<file path="config.mk">
export PLATFORM = sky130hd
export DESIGN_NAME = md_unit
export DESIGN_NICKNAME = d
export VERILOG_FILES = /design/src/rtl/md_unit.sv
export SDC_FILE = /design/constraint.sdc
export NUM_CORES = 1
export LEC_CHECK = 0
export CORE_ASPECT_RATIO = 2
export CORE_UTILIZATION = 50
export DETAILED_ROUTE_END_ITERATION = 12
export GPL_TIMING_DRIVEN = 0
export PLACE_DENSITY_LB_ADDON = 0.05
export SLEW_MARGIN = 15
export SYNTH_ARGS = -nofsm -noshare
export SYNTH_HDL_FRONTEND = slang
export SYNTH_SLANG_ARGS = --single-unit
</file>
<file path="constraint.sdc">
create_clock -name clk -period 6.3 [get_ports clk]
set_input_delay 0.63 -clock clk [delete_from_list [all_inputs] [get_ports clk]]
set_output_delay 0.63 -clock clk [all_outputs]
set_load 0.01 [all_outputs]
</file>
<file path="src/rtl/md_unit.sv">
// Iterative 32x32 multiply / divide unit with architectural HI/LO registers.
// Define MD_UNIT_SIGNED_EN to make op 01 (MULT) and op 11 (DIV) signed; otherwise they run unsigned.
module md_unit (
    input  logic        clk,
    input  logic        rst,
    input  logic        start,
    input  logic [1:0]  op,
    input  logic [31:0] src_a,
    input  logic [31:0] src_b,
    input  logic        wr_hi,
    input  logic        wr_lo,
    input  logic [31:0] wr_data,
    output logic        busy,
    output logic        done,
    output logic [31:0] hi,
    output logic [31:0] lo,
    output logic [1:0]  state_dbg
);

`ifdef MD_UNIT_SIGNED_EN
    localparam logic SIGNED_EN = 1'b1;
`else
    localparam logic SIGNED_EN = 1'b0;
`endif

    typedef enum logic [1:0] {
        IDLE = 2'd0,
        CALC = 2'd1,
        FIX  = 2'd2,
        DONE = 2'd3
    } state_t;

    state_t state, state_next;

    logic        is_div;
    logic        neg_a;
    logic        neg_b;
    logic [31:0] a_q;
    logic [31:0] mag_a;
    logic [31:0] mag_b;
    logic [31:0] acc_hi;
    logic [31:0] acc_lo;
    logic [4:0]  cnt;

    // Handshake: start is accepted only in IDLE or DONE; while busy it and the
    // direct writes are dropped, with no queuing.
    logic        accept;
    logic        sgn_in;
    logic        neg_a_in;
    logic        neg_b_in;
    logic [31:0] mag_a_in;
    logic [31:0] mag_b_in;

    assign accept   = start && ((state == IDLE) || (state == DONE));
    assign sgn_in   = op[0] & SIGNED_EN;
    assign neg_a_in = sgn_in & src_a[31];
    assign neg_b_in = sgn_in & src_b[31];
    assign mag_a_in = neg_a_in ? (32'd0 - src_a) : src_a;
    assign mag_b_in = neg_b_in ? (32'd0 - src_b) : src_b;

    assign busy      = (state == CALC) || (state == FIX);
    assign done      = (state == DONE);
    assign state_dbg = state;

    // One iteration step: acc_hi is the partial product / running remainder,
    // acc_lo holds the multiplier or dividend bits and collects the quotient.
    logic [32:0] mul_sum;
    logic [32:0] div_trial;
    logic [32:0] div_diff;
    logic        div_ok;

    assign mul_sum   = {1'b0, acc_hi} + (acc_lo[0] ? {1'b0, mag_a} : 33'd0);
    assign div_trial = {acc_hi, acc_lo[31]};
    assign div_diff  = div_trial - {1'b0, mag_b};
    assign div_ok    = ~div_diff[32];

    logic [63:0] prod;
    logic [31:0] res_hi;
    logic [31:0] res_lo;

    always_comb begin
        res_hi = 32'd0;
        res_lo = 32'd0;
        prod   = {acc_hi, acc_lo};
        if (!is_div) begin
            if (neg_a ^ neg_b) begin
                prod = 64'd0 - prod;
            end
            res_hi = prod[63:32];
            res_lo = prod[31:0];
        end else if (mag_b == 32'd0) begin
            res_hi = a_q;
            res_lo = 32'hFFFF_FFFF;
        end else begin
            res_lo = (neg_a ^ neg_b) ? (32'd0 - acc_lo) : acc_lo;
            res_hi = neg_a ? (32'd0 - acc_hi) : acc_hi;
        end
    end

    always_ff @(posedge clk or negedge rst) begin
        if (!rst) begin
            state <= IDLE;
        end else begin
            state <= state_next;
        end
    end

    always_comb begin
        state_next = state;
        case (state)
            IDLE: if (start) state_next = CALC;
            CALC: if (cnt == 5'd31) state_next = FIX;
            FIX:  state_next = DONE;
            DONE: state_next = start ? CALC : IDLE;
            default: state_next = IDLE;
        endcase
    end

    always_ff @(posedge clk or negedge rst) begin
        if (!rst) begin
            hi     <= 32'd0;
            lo     <= 32'd0;
            is_div <= 1'b0;
            neg_a  <= 1'b0;
            neg_b  <= 1'b0;
            a_q    <= 32'd0;
            mag_a  <= 32'd0;
            mag_b  <= 32'd0;
            acc_hi <= 32'd0;
            acc_lo <= 32'd0;
            cnt    <= 5'd0;
        end else begin
            if (state == FIX) begin
                hi <= res_hi;
                lo <= res_lo;
            end else if (!busy) begin
                if (wr_hi) hi <= wr_data;
                if (wr_lo) lo <= wr_data;
            end

            if (accept) begin
                is_div <= op[1];
                neg_a  <= neg_a_in;
                neg_b  <= neg_b_in;
                a_q    <= src_a;
                mag_a  <= mag_a_in;
                mag_b  <= mag_b_in;
                acc_hi <= 32'd0;
                acc_lo <= op[1] ? mag_a_in : mag_b_in;
                cnt    <= 5'd0;
            end else if (state == CALC) begin
                cnt <= cnt + 5'd1;
                if (!is_div) begin
                    acc_hi <= mul_sum[32:1];
                    acc_lo <= {mul_sum[0], acc_lo[31:1]};
                end else begin
                    // Restoring step: keep the difference only when it did not go negative.
                    acc_hi <= div_ok ? div_diff[31:0] : div_trial[31:0];
                    acc_lo <= {acc_lo[30:0], div_ok};
                end
            end
        end
    end

endmodule

</file>
; Word level (Yosys, flattened, before mapping)
; Cells that the tools add are included.
[totals]
word_cells = 56
regBits = 200
[classes]
bitwise_logic = 1
muxes = 25
reduce_logical = 11
eq_ne = 7
addsub = 3
[op_table]
columns = operator, count
row1 = 32-bit 2-to-1 mux, 19
row2 = 32-bit by 32-bit adder with 33-bit output, 1
row3 = 33-bit by 32-bit subtractor with 33-bit output, 1
row4 = 32-bit zero test, 1
row5 = 5-bit 2-to-1 mux, 2
row6 = 2-bit one-hot mux with 4 select lines, 1
row7 = 2-bit AND reduction, 3
row8 = 2-bit nonzero test, 3
row9 = "5-bit by 1-bit adder with 5-bit output, second input constant", 1
row10 = "5-bit == test, second input constant", 1
row11 = "2-bit == test, second input constant", 2
row12 = 2-bit 2-to-1 mux, 2
row13 = "2-bit by 1-bit != test with 1-bit output, second input constant", 2
row14 = "2-bit by 1-bit == test with 1-bit output, second input constant", 1
row15 = 2-bit zero test, 1
row16 = 1-bit logical OR, 2
row17 = "2-bit != test, second input constant", 1
row18 = 1-bit logical AND, 1
row19 = 1-bit 2-to-1 mux, 1
row20 = 1-bit inverter, 1

; Logic depth before layout (Yosys ltp)
; Gate-level depths: netlist (run 1).
[depth]
word_depth = 5
ltp_mapped = 14
mapped_depth_nobuf = 13

; Least setup slack after synthesis (run 1)
; Ideal clock, no wire load.
[synth_path]
kind = register -> register
startpoint = reg acc_lo[0]
endpoint = reg acc_hi[27]
t_required_ps = 6206
arrival_time_ps = 2878
path_slack_ps = 3328
stages_incl_launch_ff = 13
path_cell_list = dfrtp_1 -> clkbuf_1 -> and2_1 -> ha_1 -> a21o_1 -> a21o_1 -> a221o_1 -> nor2_1 -> o21ai_0 -> a41oi_1 -> o21ai_0 -> xnor2_1 -> a211oi_1
[synth_via]
elab_chain_len = 5
[synth_lines]
columns = element, line
row1 = start: declaration, 42  ; logic [31:0] acc_lo;
row2 = start signal: assignment, 149  ; acc_lo <= op[1] ? mag_a_in : mag_b_in;
row3 = start signal: assignment, 155  ; acc_lo <= {mul_sum[0], acc_lo[31:1]};
row4 = start signal: assignment, 159  ; acc_lo <= {acc_lo[30:0], div_ok};
row5 = 32-bit 2-to-1 mux, 72  ; assign mul_sum = {1'b0, acc_hi} + (acc_lo[0] ? {1'b0, mag_a} : 33'd0);
row6 = 32-bit by 32-bit adder with 33-bit output, 72
row7 = 32-bit 2-to-1 mux, 153  ; if (!is_div) begin
row8 = 32-bit 2-to-1 mux, 151  ; end else if (state == CALC) begin
row9 = 32-bit 2-to-1 mux, 141  ; if (accept) begin
row10 = end signal: assignment, 154  ; acc_hi <= mul_sum[32:1];
row11 = end signal: assignment, 158  ; acc_hi <= div_ok ? div_diff[31:0] : div_trial[31:0];
row12 = end: declaration, 41  ; logic [31:0] acc_hi;
; Every way passes these cells. The select of a mux whose other input is x is not followed.
; A chain may end at the register's enable or synchronous reset.

; Worst setup path in the final report (run 1)
[layout_path]
startpoint = reg acc_lo[31]
endpoint = reg acc_hi[11]
[layout_via]
elab_chain_len = 5
[layout_lines]
columns = element, line
row1 = 33-bit by 32-bit subtractor with 33-bit output, 74  ; assign div_diff = div_trial - {1'b0, mag_b};
row2 = 32-bit 2-to-1 mux, 158
row3 = 32-bit 2-to-1 mux, 153
row4 = 32-bit 2-to-1 mux, 151
row5 = 32-bit 2-to-1 mux, 141
; Every way passes these cells. The select of a mux whose other input is x is not followed.

==> metrics.txt, run 1 <==
worst-margin pin slew=between 1 and 1.5 ns; status=completed; average instance area after synthesis=around 8.3 sq um; max-slew violations=0; drt drc=0; Power Dens Cells=between 500 and 600 nW/um^2; # hold bufs at CTS=0; post-synthesis register bit count=200; Mapped Nets=1778; Slew headroom=0.298; Final Util=0.614; Final nets=1966; Initial Utilization=0.508; Yosys top cell area share=0.377; routability-driven placement congestion ratio=0.982; Die Width=117 um; Post-Synth Simple-Gate Area=0.173; largest area contributor in the netlist=dfrtp_1; post-synthesis adder-cell area fraction=0.0708; largest net degree at the start of global routing=102; Max IR drop VDD=0.000454 V; Setup crit end kind=flop; final hold violations=0; vias post-DR=12700; vias per cell=~5.9; Non-Filler Instances=2144; top-count cell post-synth=nand2_1; hpwl dp=between 30000 and 40000 um; sw frac=0.485; fmax=246 MHz; Clock Power Share=0.130; Synth Cell Area=13300 sq um; grt total ovfl=0; xor and xnor fraction of the mapped netlist area=0.0336; WL/cell=22.0 um; met2 wire length=24200 um; CP top delay family=compound AO/OA/AOI/OAI gates; first-pass GRT wire length=~70000 um; yosys warns=0; register area share after synthesis=0.377; EDFF count, synth=0; Seq pwr share=0.260; fillcell total=2410; CTS Sinks=200; Power Internal=~5000 uW; Setup violations, final=0; initial drt markers=990; MaxCap Viol Count=0; Synth Instances=1601; Inserted Diodes=0; worst endpoint required time=6.64 ns; vias in the first global route=12700; CP Buf/Inv Count=2; PostCTS Resize Cnt=0; path category of the worst min-delay check=input port to asynchronous set/reset pin; die height=between 200 and 250 um; initial antenna violation count=0; largest family of logic cells by synthesized area=compound AO/OA/AOI/OAI gates; Root Driver=clkbuf_16; Post-synth top cells=nand2_1, o21ai_0, dfrtp_1; CP cell instances=inv_1, ha_1, fa_1, nor2b_1, o31a_1, o21a_1, a211oi_2, o21a_2, o211ai_4, clkbuf_1, nor2_1, a211oi_1, o32ai_1; mux cell area share after synthesis=0.0623; io pins=approximately 170; crit-path max cell delay=0.66 ns; crit path max fanout=10; proportion of layout cells with a drive suffix above 1=0.0311; fin crit share=0.645; RSZ-0062 raised after global routing=false; Async S/R FF share, synth=1.00; Routed met3 length=2230 um; antenna viol nets, final=0; dominant cells by area after synthesis=dfrtp_1, nand2_1, o21ai_0; DR top layer=met4; Worst-Skew Late Latency=0.47 ns; Worst EP arrival=4.41 ns; port buffer count=168; leakage power=0.00721 uW; Clock Path Buffers=2; area fraction in compound gates after synthesis=0.238; Setup CP Type=flop to flop; P_sw=4620 uW; Logic pwr share=0.610; post-CTS setup buffers=0; wl on met1=17800 um; GRT Total Usage=0.359; TritonRoute pass-1 iters=5; # H-tree levels=4; clock-pin slew on the worst setup and hold paths=0.08 ns; clock skew=0.0135 ns; FP Rows=84; Placed Cells=2114; slowest stage cell, crit path=clkbuf_1; Die ar.=about 27000 sq um; ys flop type=dfrtp_1; minimum clock period=4.06 ns; final wirelength=around 47000 um; CTS tree=yes; CTS buffer count=17; core area=26200 sq um; count of cell types in the netlist=64; Area Growth Syn to Fin=21.0%; Critical Path Start Type=flop
==> metal layers <==
metal	vias up	GRT usage
met2	452	0.628
li1	6072	-
met4	0	0.213
met1	6097	0.407
met3	122	0.0474
met5	-	0
==> logic make-up (layout without fill, tap and decap cells) <==
| family | after synthesis | in the layout |
|---|---|---|
| simple gates | 529 | 529 |
| xor+xnor | 51 | 51 |
| mux | 82 | 82 |
| compound gates | 508 | 508 |
| buf+inv | 157 | 356 |
| fa+ha+maj | 74 | 74 |
| flops | 200 | 200 |
==> worst paths after layout <==
check                           depth (start not counted)       start  slack [ns]         end
max in group asynchronous                               2         rst        5.10  acc_hi[22]
worst min register to register                          2      lo[22]        0.48      lo[22]
worst min-delay path                                    1         rst        0.18   acc_lo[6]
min in group clk                                        2      lo[22]        0.48      lo[22]
worst max-delay path                                   13  acc_lo[31]        2.24  acc_hi[11]
worst max register to register                         13  acc_lo[31]        2.24  acc_hi[11]
==> registers in the layout, summed over array words and instances (netlist names) <==
register and cells:
cnt 5, mag_a 32, state_dbg 2, hi 32
is_div 1, mag_b 32, acc_hi 32, lo 32
acc_lo 32
==> final cells by class <==
cell class	instances	area [sq um]	area share
plain buffers	99	384	0.0239
clock buffers	19	453	0.0282
clock inverters	11	186	0.0116
inverters	58	218	0.0136
multi-input cells	1244	7670	0.478
flip-flops and latches	200	5000	0.312
well taps	344	430	0.0268
repair buffers	169	1710	0.107
==> through the flow <==
step	TNS, ns	instance area [sq um]	hold WS [ns]	total power [uW]	worst slack (ns)
after CTS	0	16100	0.225	9500	2.23
final	0	16100	0.182	9540	2.24
after detailed placement	0	15400	0.470	8240	2.26
after global placement	-757.81	15400	0.461	8140	-3.81
after global routing	0	16100	0.257	10200	2.04
after floorplan	0	13300	0.334	6150	3.33
==> power by group through the flow <==
stage                     registers, uW  clock network, uW  logic [uW]
final                              2480               1240        5820
after CTS                          2470               1240        5790
after floorplan                    2390                  0        3770
after detailed placement           2480                  0        5750
after global routing               2550               1280        6400
after global placement             2480                  0        5670
==> placed cells by master, fill, tap and decap left out, types with 8 or more instances in the layout <==
cell,synthesis,final
a211oi_1,14,14
a21o_1,38,38
a21oi_1,64,64
a22oi_1,8,8
and2_1,34,34
buf_1,13,13
clkbuf_1,78,78
clkbuf_16,0,17
clkdlybuf4s50_1,0,167
dfrtp_1,200,200
ha_1,72,72
inv_1,57,57
mux2i_1,77,77
nand2_1,340,340
nand2b_1,11,11
nand3_1,33,33
nand4_1,10,10
nor2_1,50,50
nor3_1,11,11
nor4_1,10,10
o211ai_1,49,49
o21a_1,13,13
o21ai_0,206,206
o21bai_1,10,10
o22ai_1,38,38
xnor2_1,25,25
xor2_1,26,26
(Power assumes the default switching activity.)
==> inputs of run 2 (changes only) <==
Clock period 6.3 ns to 3.7 ns, I/O delays scaled along.
==> metrics.txt, run 2 (synthesis gave the netlist of run 1 again) <==
status=completed; Inserted Diodes=0 (unchanged); worst endpoint required time=4.10 ns (-2.54 ns); proportion of layout cells with a drive suffix above 1=0.0393 (+0.00822); Routed met3 length=2450 um (+9.6%); path category of the worst min-delay check=input port to flop; fmax=276 MHz (+12%); DR top layer=met4; slowest stage cell, crit path=or4_1; wl on met1=17700 um (-0.43%); final wirelength=47500 um (+1.0%); Worst-Skew Late Latency=0.47 ns (about the same); worst-margin pin slew=0.978 ns (-0.0655 ns); Placement Setup Slack=-0.342 ns (-2.60 ns); vias in the first global route=12600 (-0.032%); Reg2Reg Depth=12 (-1); max-slew violations=0 (unchanged); # H-tree levels=4 (unchanged); final worst-path setup slack=0.0829 ns (-2.15 ns); Setup CP Type=flop to flop; Power Internal=8520 uW (+73%); fillcell total=2394 (-0.66%); routability-driven placement congestion ratio=0.982 (unchanged); grt total ovfl=0 (unchanged); Die Width=117 um (unchanged); RSZ-0062 raised after global routing=false; Power Dens Cells=1020 nW/um^2 (+72%); fin crit share=0.978 (+0.332); Die ar.=27300 sq um (unchanged); Logic pwr share=0.617 (+0.007); Final nets=1971 (+0.25%); leakage power=0.00726 uW (+0.71%); Worst EP arrival=4.02 ns (-0.39 ns); clock-pin slew on the worst setup and hold paths=0.08 ns (about the same); vias post-DR=12800 (+0.24%); Slew headroom=0.345 (+0.0477); hpwl dp=38100 um (unchanged); io pins=171 (unchanged); core area=26200 sq um (unchanged); Worst R2R End=acc_hi[23]; crit path max fanout=4 (-6); Worst path most repeated cell=o21a_2; hold depth=3; CP cell instances=inv_1, ha_2, fa_1, nor2b_2, o31a_1, o21a_2, a211oi_4, o21a_2, o211ai_2, or4_1, a22o_1, nor2_1; largest net degree at the start of global routing=102 (unchanged); sw frac=0.485 (about the same); Hold EP=acc_lo[0]; minimum clock period=3.62 ns (-0.447 ns); vias per cell=5.94 (about the same); Hold Startpoint=op[1]; FP Rows=84 (unchanged); first-pass GRT wire length=71500 um (about the same); TritonRoute pass-1 iters=6 (+1); Root Driver=clkbuf_16; Reg2Reg Launch Point=acc_lo[31]; Initial Utilization=0.508 (unchanged); drt drc=0 (unchanged); Setup violations, final=0 (unchanged); Clock Power Share=0.127 (-0.003); GRT Total Usage=0.359 (about the same); CTS tree=yes; met2 wire length=24300 um (+0.77%); CP Buf/Inv Count=1 (-1); antenna viol nets, final=0 (unchanged); Clock Path Buffers=2 (unchanged); Setup crit end kind=flop; port buffer count=168 (unchanged); most frequent cells in the layout=nand2_1, o21ai_0, dfrtp_1; Area Growth Syn to Fin=21.9%; crit-path max cell delay=0.60 ns (-0.06 ns); WL/cell=22.1 um (+0.77%); CP top delay family=compound AO/OA/AOI/OAI gates; P_sw=8020 uW (+73%); die height=232 um (unchanged); initial antenna violation count=0 (unchanged); Final Util=0.619 (+0.00488); CTS buffer count=17 (unchanged); r2r setup slk=0.08 ns (-2.15 ns); leading cell type in the layout, fill and taps excluded=nand2_1; Critical Path Start Type=flop; Seq pwr share=0.256 (-0.004); CTS Sinks=200 (unchanged); clock skew=0.0102 ns (-0.00329 ns); Max IR drop VDD=0.000806 V (+77%); final hold violations=0 (unchanged); initial drt markers=982 (-0.81%); MaxCap Viol Count=0 (unchanged)
==> run 2: cell types whose count changed in the layout (fill, tap and decap cells not counted), sizes merged <==
cell / change
buf: +2
clkbuf: +1
dlygate4sd3: +1
o211ai: +1
==> run 2: cell type report <==
class                           instances  area, sq um  area share
Sequential cell                       200         5010       0.309
Clock inverter                         11          186      0.0115
Buffer                                 99          403      0.0249
Timing Repair Buffer                  173         1760       0.109
Tap cell                              344          430      0.0266
Inverter                               58          218      0.0134
Clock buffer                           19          453      0.0280
Multi-Input combinational cell       1245         7730       0.478
==> run 2: worst reg2reg max path: stages, from the launching register on <==
cell and delay, ns:
dfrtp_2 0.46, inv_1 0.18, ha_2 0.28, fa_1 0.22, nor2b_2 0.07, o31a_1 0.27, o21a_2 0.28, a211oi_4 0.35
o21a_2 0.28, o211ai_2 0.23, or4_1 0.61, a22o_1 0.22, nor2_1 0.11
==> run 2: worst max-delay path by stage <==
stage	end	startpoint	cells after the start	slack (ns)
after CTS	acc_lo[0]	acc_lo[31]	14	0.04
after floorplan	acc_hi[27]	acc_lo[0]	12	0.73
after global placement	mag_b[23]	rst	1	-6.15
after detailed placement	acc_hi[11]	acc_lo[31]	13	-0.34
final	acc_hi[23]	acc_lo[31]	12	0.08
after global routing	acc_hi[23]	acc_lo[31]	12	0.005
==> run 2: what timing repair did <==
item | in CTS | in global routing
endpoints found under the setup margin | 30 | 18
resized for setup | 9 | 11
gates cloned | 0 | 2
hold endpoints to repair | 54 | 0
setup buffers | 0 | 2
hold buffers | 1 | 0
pin swaps | 1 | 1
==> run 2: stage by stage <==
| step | hold WS [ns] | cell area, sq um | instances | setup TNS (ns) | power [uW] |
|---|---|---|---|---|---|
| after detailed placement | 0.459 | 15400 | 2114 | -5.74 | 14000 |
| after floorplan | 0.0744 | 13300 | 1601 | 0 | 10500 |
| after global routing | 0.473 | 16200 | 2149 | 0 | 17700 |
| after CTS | 0.447 | 16100 | 2145 | 0 | 16200 |
| final | 0.434 | 16200 | 2149 | 0 | 16500 |
| after global placement | 0.461 | 15400 | 2113 | -1230.92 | 13900 |
==> run 2: routing by layer <==
layer / vias to the layer above / track usage
met1: 6070 / 0.406
met2: 481 / 0.629
li1: 6077 / -
met4: 0 / 0.212
met3: 145 / 0.0456
met5: - / 0
==> run 2: power groups by stage <==
stage / clock [uW] / sequential (uW) / combinational (uW)
floorplan: 0 / 4060 / 6410
global placement: 0 / 4210 / 9650
detailed placement: 0 / 4230 / 9790
CTS: 2110 / 4200 / 9890
global route: 2180 / 4340 / 11200
finish: 2100 / 4230 / 10200
